===== src/rtl/jt900h_cr.sv =====
// rtl/jt900h_cr.sv - TLCS-900H control-register bank and micro-DMA request arbiter
//
// Holds DMAS/DMAD/DMAC/DMAM for four channels, INTNEST and the four micro-DMA
// start vectors. Turns matching interrupt triggers into pending requests and
// presents one channel at a time to the CPU microcode.
//
// Ports:
//   clk, rst, cen         clock, synchronous active-high reset, clock enable
//   cra, crin, crwe       control-register address, write data, write strobe
//   crout                 registered, zero-extended read data
//   dma_done/ack/rel      terminal count, request accepted, transfer finished (channel dmach)
//   dma_req, dmach        request flag and requested/serviced channel
//   dma_end               one-cycle end-of-transfer strobe per channel
//   int_stb, int_vec      interrupt source fired and its vector
//   vec_we/sel/din        start-vector write port
module jt900h_cr (
    input  logic        rst,
    input  logic        clk,
    input  logic        cen,
    input  logic [7:0]  cra,
    input  logic [31:0] crin,
    input  logic        crwe,
    output logic [31:0] crout,
    input  logic        dma_done,
    input  logic        dma_ack,
    input  logic        dma_rel,
    output logic        dma_req,
    output logic [1:0]  dmach,
    output logic [3:0]  dma_end,
    input  logic        int_stb,
    input  logic [7:0]  int_vec,
    input  logic        vec_we,
    input  logic [1:0]  vec_sel,
    input  logic [7:0]  vec_din
);

    typedef enum logic [1:0] {IDLE, REQ, SERV} state_t;

    state_t state, state_nx;

    logic [3:0][31:0] dmas;
    logic [3:0][31:0] dmad;
    logic [3:0][15:0] dmac;
    logic [3:0][7:0]  dmam;
    logic [15:0]      intnest;

    logic [3:0][7:0]  vec, vec_nx;
    logic [3:0]       pend, pend_nx;
    logic [1:0]       low_idx;
    logic [31:0]      rd_data;

    // Address decode: bits [3:2] pick the channel inside each register group.
    logic [1:0] idx;
    logic       sel_s, sel_d, sel_c, sel_m, sel_n;

    assign idx   = cra[3:2];
    assign sel_s = (cra[7:4] == 4'h0) && (cra[1:0] == 2'b00);
    assign sel_d = (cra[7:4] == 4'h1) && (cra[1:0] == 2'b00);
    assign sel_c = (cra[7:4] == 4'h2) && (cra[1:0] == 2'b00);
    assign sel_m = (cra[7:4] == 4'h2) && (cra[1:0] == 2'b10);
    assign sel_n = (cra == 8'h3C);

    always_comb begin
        rd_data = 32'd0;
        if (sel_s) rd_data = dmas[idx];
        if (sel_d) rd_data = dmad[idx];
        if (sel_c) rd_data = {16'd0, dmac[idx]};
        if (sel_m) rd_data = {24'd0, dmam[idx]};
        if (sel_n) rd_data = {16'd0, intnest};
    end

    // Per-channel pending/vector update. Later statements take priority:
    // a trigger match beats the ack clear, dma_done beats the match,
    // and a vector write beats everything.
    always_comb begin
        pend_nx = pend;
        vec_nx  = vec;
        for (int i = 0; i < 4; i++) begin
            if (int_stb && (int_vec != 8'd0) && (vec[i] == int_vec))
                pend_nx[i] = 1'b1;
            else if ((state == REQ) && dma_ack && (dmach == 2'(i)))
                pend_nx[i] = 1'b0;
            if (dma_done && (dmach == 2'(i))) begin
                pend_nx[i] = 1'b0;
                vec_nx[i]  = 8'd0;
            end
            if (vec_we && (vec_sel == 2'(i))) begin
                pend_nx[i] = 1'b0;
                vec_nx[i]  = vec_din;
            end
        end
    end

    always_comb begin
        low_idx = 2'd0;
        for (int i = 3; i >= 0; i--)
            if (pend[i]) low_idx = 2'(i);
    end

    // A request is withdrawn if its pending bit is gone or is being
    // cleared this cycle, even if the CPU acks at the same time.
    always_comb begin
        state_nx = state;
        case (state)
            IDLE: if (|pend) state_nx = REQ;
            REQ: begin
                if (!pend[dmach] || dma_done || (vec_we && (vec_sel == dmach)))
                    state_nx = IDLE;
                else if (dma_ack)
                    state_nx = SERV;
            end
            SERV: if (dma_rel || dma_done) state_nx = IDLE;
            default: state_nx = IDLE;
        endcase
    end

    assign dma_req = (state == REQ);

    always_ff @(posedge clk) begin
        if (rst) begin
            state   <= IDLE;
            dmas    <= '0;
            dmad    <= '0;
            dmac    <= '0;
            dmam    <= '0;
            intnest <= 16'd0;
            vec     <= '0;
            pend    <= 4'd0;
            dmach   <= 2'd0;
            dma_end <= 4'd0;
            crout   <= 32'd0;
        end else if (cen) begin
            // Read samples the pre-write contents: no write-to-read bypass.
            crout <= rd_data;
            if (crwe) begin
                if (sel_s) dmas[idx] <= crin;
                if (sel_d) dmad[idx] <= crin;
                if (sel_c) dmac[idx] <= crin[15:0];
                if (sel_m) dmam[idx] <= crin[7:0];
                if (sel_n) intnest   <= crin[15:0];
            end
            state   <= state_nx;
            pend    <= pend_nx;
            vec     <= vec_nx;
            dma_end <= dma_done ? (4'b0001 << dmach) : 4'd0;
            if (state == IDLE && state_nx == REQ)
                dmach <= low_idx;
        end
    end

endmodule


===== config.mk =====
export PLATFORM = sky130hd
export DESIGN_NAME = jt900h_cr
export DESIGN_NICKNAME = d
export VERILOG_FILES = /design/src/rtl/jt900h_cr.sv
export SDC_FILE = /design/constraint.sdc
export NUM_CORES = 1
export LEC_CHECK = 0
export CORE_AREA = 2 2 223 225
export CTS_CLUSTER_SIZE = 20
export DETAILED_ROUTE_END_ITERATION = 10
export DIE_AREA = 0 0 225 227
export GPL_ROUTABILITY_DRIVEN = 0
export GPL_TIMING_DRIVEN = 0
export MAX_ROUTING_LAYER = met4
export PLACE_DENSITY_LB_ADDON = 0.08
export SYNTH_ARGS = -nofsm -noshare
export SYNTH_HDL_FRONTEND = slang
export SYNTH_SLANG_ARGS = --single-unit

===== constraint.sdc =====
create_clock -name clk -period 2.8 [get_ports clk]
set_clock_uncertainty 0.15 [all_clocks]
set_input_delay 0.56 -clock clk [delete_from_list [all_inputs] [get_ports clk]]
set_output_delay 0.56 -clock clk [all_outputs]
set_load 0.01 [all_outputs]

After elaboration in Yosys (flattened, before gate mapping)
Index checks and enable logic that the tools add are counted.
{"block": "op_classes", "order_cmp": 3, "eq_ne": 18, "shift": 1, "n_mux": 59, "n_reduce_logical": 58}
{"op": "$bwmux 128", "count": 2}
{"op": "$mux 32", "count": 8}
{"op": "$bmux 32 s2", "count": 2}
{"op": "$mux 8", "count": 10}
{"op": "$bwmux 64", "count": 1}
{"op": "$demux 32 s2", "count": 1}
{"op": "$bmux 16 s2", "count": 1}
{"op": "$bwmux 32", "count": 1}
{"op": "$demux 16 s2", "count": 1}
{"op": "$eq 8x8->1", "count": 4}
{"op": "$mux 16", "count": 2}
{"op": "$logic_and 1x1->1", "count": 25}
{"op": "$reduce_and 2->1", "count": 9}
{"op": "$mux 1", "count": 17}
{"op": "$bmux 8 s2", "count": 1}
{"op": "$demux 8 s2", "count": 1}
{"op": "$mux 2", "count": 8}
{"op": "$reduce_bool 4->1", "count": 4}
{"op": "$reduce_and 3->1", "count": 5}
{"op": "$eq 2x2->1 const B", "count": 6}
{"op": "$eq 2x1->1 const B", "count": 4}
{"op": "$eq 8x6->1 const B", "count": 1}
{"op": "$logic_not 2->1", "count": 4}
{"op": "$reduce_bool 2->1", "count": 4}
{"op": "14 further kinds", "count": 17}
{"block": "word_totals", "ff_bits": 444, "inputBits": 67, "output_inout_bits": 39, "wordCells": 168}

Longest topological paths before layout
{"block": "depth", "ltp_word": 10, "mapped_depth": 8, "depth_no_buf": 4}

Worst setup path after synthesis
OpenSTA, ideal clock, no wires.
{"block": "synth_timing", "kind": "in2reg", "startpoint": "input port cra[2]", "endpoint": "register crout[7]", "setup_ps": 136, "arrival_ps": 2149, "required_time_ps": 2514, "slack_ps": 365, "path_stages": 6, "path_buffers": 3, "path_cell_list": "buf_2 -> buf_2 -> buf_2 -> mux4_2 -> a221oi_1 -> o221ai_1"}
{"block": "synth_via", "elab_chain_cells": 7, "elab_cells_between_ends": 14, "classes_between": "eq/ne (1); mux (13)"}
{"element": "start: declaration", "line": "20", "text": "input logic [7:0] cra,"}
{"element": "$bmux 32 s2", "line": "65", "text": "if (sel_s) rd_data = dmas[idx];"}
{"element": "$mux 32 (not written as such)", "line": "65"}
{"element": "$mux 32", "line": "65"}
{"element": "$mux 32", "line": "66", "text": "if (sel_d) rd_data = dmad[idx];"}
{"element": "$mux 32", "line": "67", "text": "if (sel_c) rd_data = {16'd0, dmac[idx]};"}
{"element": "$mux 32", "line": "68", "text": "if (sel_m) rd_data = {24'd0, dmam[idx]};"}
{"element": "$mux 32 (*)", "line": "69", "text": "if (sel_n) rd_data = {16'd0, intnest};"}
{"element": "end signal: assignment", "line": "134", "text": "crout <= rd_data;"}
{"element": "end: declaration", "line": "23", "text": "output logic [31:0] crout,"}
Every way passes the cells marked *; elsewhere a longest branch is shown, timed or not. The select of a mux whose other input is x is not followed.
A chain may end at the register's enable or synchronous reset.

Final worst setup path
{"block": "layout_timing", "startpoint": "input port cra[3]", "endpoint": "register crout[15]"}
The elaborated chain is that of the path after synthesis.

==> impl_metrics.yaml <==
final_layout:
  fin_nets: 2467
  seqCellArea_mm2: 0.00889
  multi_input_area_mm2: 0.00927
  fin_area_mm2: 0.0224
  final_common_cell: "nand2_1"
  fill_cells: 4738
  post-route-util_pct: 46.1
  mostFrequentLayoutCells: "nand2_1 (690), dfxtp_1 (444), a21oi_1 (408), clkbuf_1 (146), nand3_1 (126)"
  drive_gt1_share_pct: 11.0
  syn2layout_area_growth_pct: 16.5
grt:
  grt_max_degree: 14
  grt_pass1_wl_um: 104000
  overflow: 0
  busiest_layer: "met2"
  met3_usage_pct: 4.83
  use_met1_pct: 37.1
  grt_pass1_vias: 16500
  antenna_found_initial: 1
  grt_usage_pct: 27.9
  met2_usage_pct: 43.2
worst_setup_path:
  cp_data_arrival_time_ps: 3100
  path_cells: "clkdlybuf4s50_1, buf_2, buf_2, clkbuf_2, mux4_2, a221oi_1, a211oi_1"
  path_max_fanout: 10
  crit_path_top_delay_cell: "clkdlybuf4s50_1"
  max_stage_delay_ps: 590
  required_ps: 3100
  critPathKind: "input pin to register"
  critPathMostFrequentCell: "buf_2"
  start_kind: "input pin"
  crit_path_end_kind: "register"
yosys:
  netlist_instances: 2283
  synth.distinct_cells: 53
  synth-main-ff-cell: "dfxtp_1"
  synth_edf_count: 0
  async_flop_share_pct: 0
  postSynthAreaPerCell_um2: 8.42
  yosysWarnings: 0
  synth_nets: 2350
  yosysSeqAreaShare_pct: 46.3
  ys_ff_latch: 444
  synth_area_mm2: 0.0192
power_and_ir_drop:
  p_leak_nw: 7.30
  power.density_mw_per_mm2: 618
  ir_drop_mv: 0.431
drt:
  wl_per_cell_um: 22.7
  vias: 17400
  ant_nets: 0
  route.detailed.drc: 0
  drtIter0Drc: 1625
  routed_wl_um: 69500
  via_per_inst: 5.69
  drt_pass1_iterations: 6
sta:
  relSlewSlack_pct: 36.4
  rsz0062_at_grt: "true"
  finalCriticalPeriod_ps: 2800
  finalCritPeriodShare_pct: 100
  setup_violations: 1
  fmax_mhz: 357
  slew_violations: 0
  hold_viol: 0
  setup_ws_ps: -2.11
  tightest_slew_ps: 946
die:
  dieArea_mm2: 0.0511
  core_area_mm2: 0.0485
  fp-row-count: 81
  fp.dieW_um: 225
  io_pins: 106
  die_h_um: 227
  start_util_pct: 39.6
clocking:
  holdBufCountCts: 0
  clk_latency_ps: 600
  clockBufferDepth: 3
  cts_tree: "built"
  clk_pin_slew_ps: 60
  cts_buffers: 49
  cts_max_level: 2
  cts_sinks: 444
  root_buffer: "clkbuf_16"
placement:
  dpl_cell_area_mm2: 0.0207
  portBuffers: 66
  dp_hpwl_um: 49000
  dp_slack_ps: -924
hold_path:
  hold_path.class: "input pin to register"
flow_run:
  maxCapViolCount: 0
run_status:
  violations: "negative setup slack"
  status: "finished, violations left"
==> final timing paths <==
kind,slack [ps],to,startpoint,cells past startpoint
setup / recovery,-2,crout[15],cra[3],7
hold / removal,100,dmad[114],crin[18],3
setup reg to reg,670,state[0],dmach[0],5
hold reg to reg,300,dmad[13],dmad[13],2
==> cell type report <==
class	instances	share of cell area, %
Buffer	231	4.64
Clock buffer	77	6.81
Sequential cell	444	39.7
Timing Repair Buffer	67	3.00
Clock inverter	11	0.598
Antenna cell	1	0.0112
Multi-Input combinational cell	1586	41.4
Inverter	21	0.352
Tap cell	622	3.48
==> synthesized netlist by cell type (18+ instances only) <==
cell | n | area (µm²)
a21oi_1 | 408 | 2040
buf_2 | 38 | 190
buf_4 | 18 | 135
clkbuf_1 | 171 | 642
dfxtp_1 | 444 | 8890
inv_1 | 21 | 78.8
mux2i_1 | 22 | 220
mux4_2 | 82 | 1850
nand2_1 | 690 | 2590
nand3_1 | 126 | 631
nor2_1 | 44 | 165
xor2_1 | 34 | 298
==> worst max-delay path, delay by kind of cell <==
kind | cells | cell delay, ps
buffers and inverters | 4 | 1680
AO/OA/AOI/OAI | 2 | 430
multiplexers | 1 | 420
==> power by group <==
part           internal [W]  switching, W
clock               0.00399       0.00270
sequential          0.00634     0.0000171
combinational      0.000220      0.000574
total                0.0105       0.00329
==> state kept, by name (all words and copies together) (netlist names) <==
| signal | flops |
|---|---|
| dmac | 64 |
| vec | 32 |
| pend | 4 |
| dmach | 2 |
| intnest | 16 |
| dmas | 128 |
| dmad | 128 |
| state | 2 |
| crout | 32 |
| dma_end | 4 |
| dmam | 32 |
==> through the flow <==
| step | std cells | TNS [ps] | total power (W) | hold slack [ps] |
|---|---|---|---|---|
| finish | 3060 | -2.11 | 0.0138 | 99.8 |
| global route | 3060 | -49.5 | 0.0142 | 98.9 |
| CTS | 3058 | 0 | 0.0139 | 84.3 |
| detailed placement | 2971 | -289540 | 0.00728 | 293 |
| global placement | 2971 | -289780 | 0.00727 | 288 |
| floorplan | 2283 | 0 | 0.00692 | 283 |
==> per-layer routing <==
metal | vias up | routed length, µm
met5 | - | 0
li1 | 8072 | -
met4 | 0 | 2090
met3 | 121 | 4840
met2 | 632 | 32100
met1 | 8572 | 30500
==> cell families (layout without fill, tap and decap cells) <==
group,count (synthesis),count (layout),synth area share [%]
and+or+nand+nor,940,940,21.1
xor gates and xnor gates,34,34,1.55
DFF,444,444,46.3
buffers and inverters,253,407,5.59
muxes,104,104,10.8
AOI/OAI and AO/OA,508,508,14.8
other,0,1,0
==> repair_timing <==
item / 4_1_cts / 5_1_grt
pin swaps: 1 / 2
endpoints found under the setup margin: 293 / 135
buffers inserted: 0 / 1
resized for setup: 23 / 36
Power figures use the tool's default switching activity.
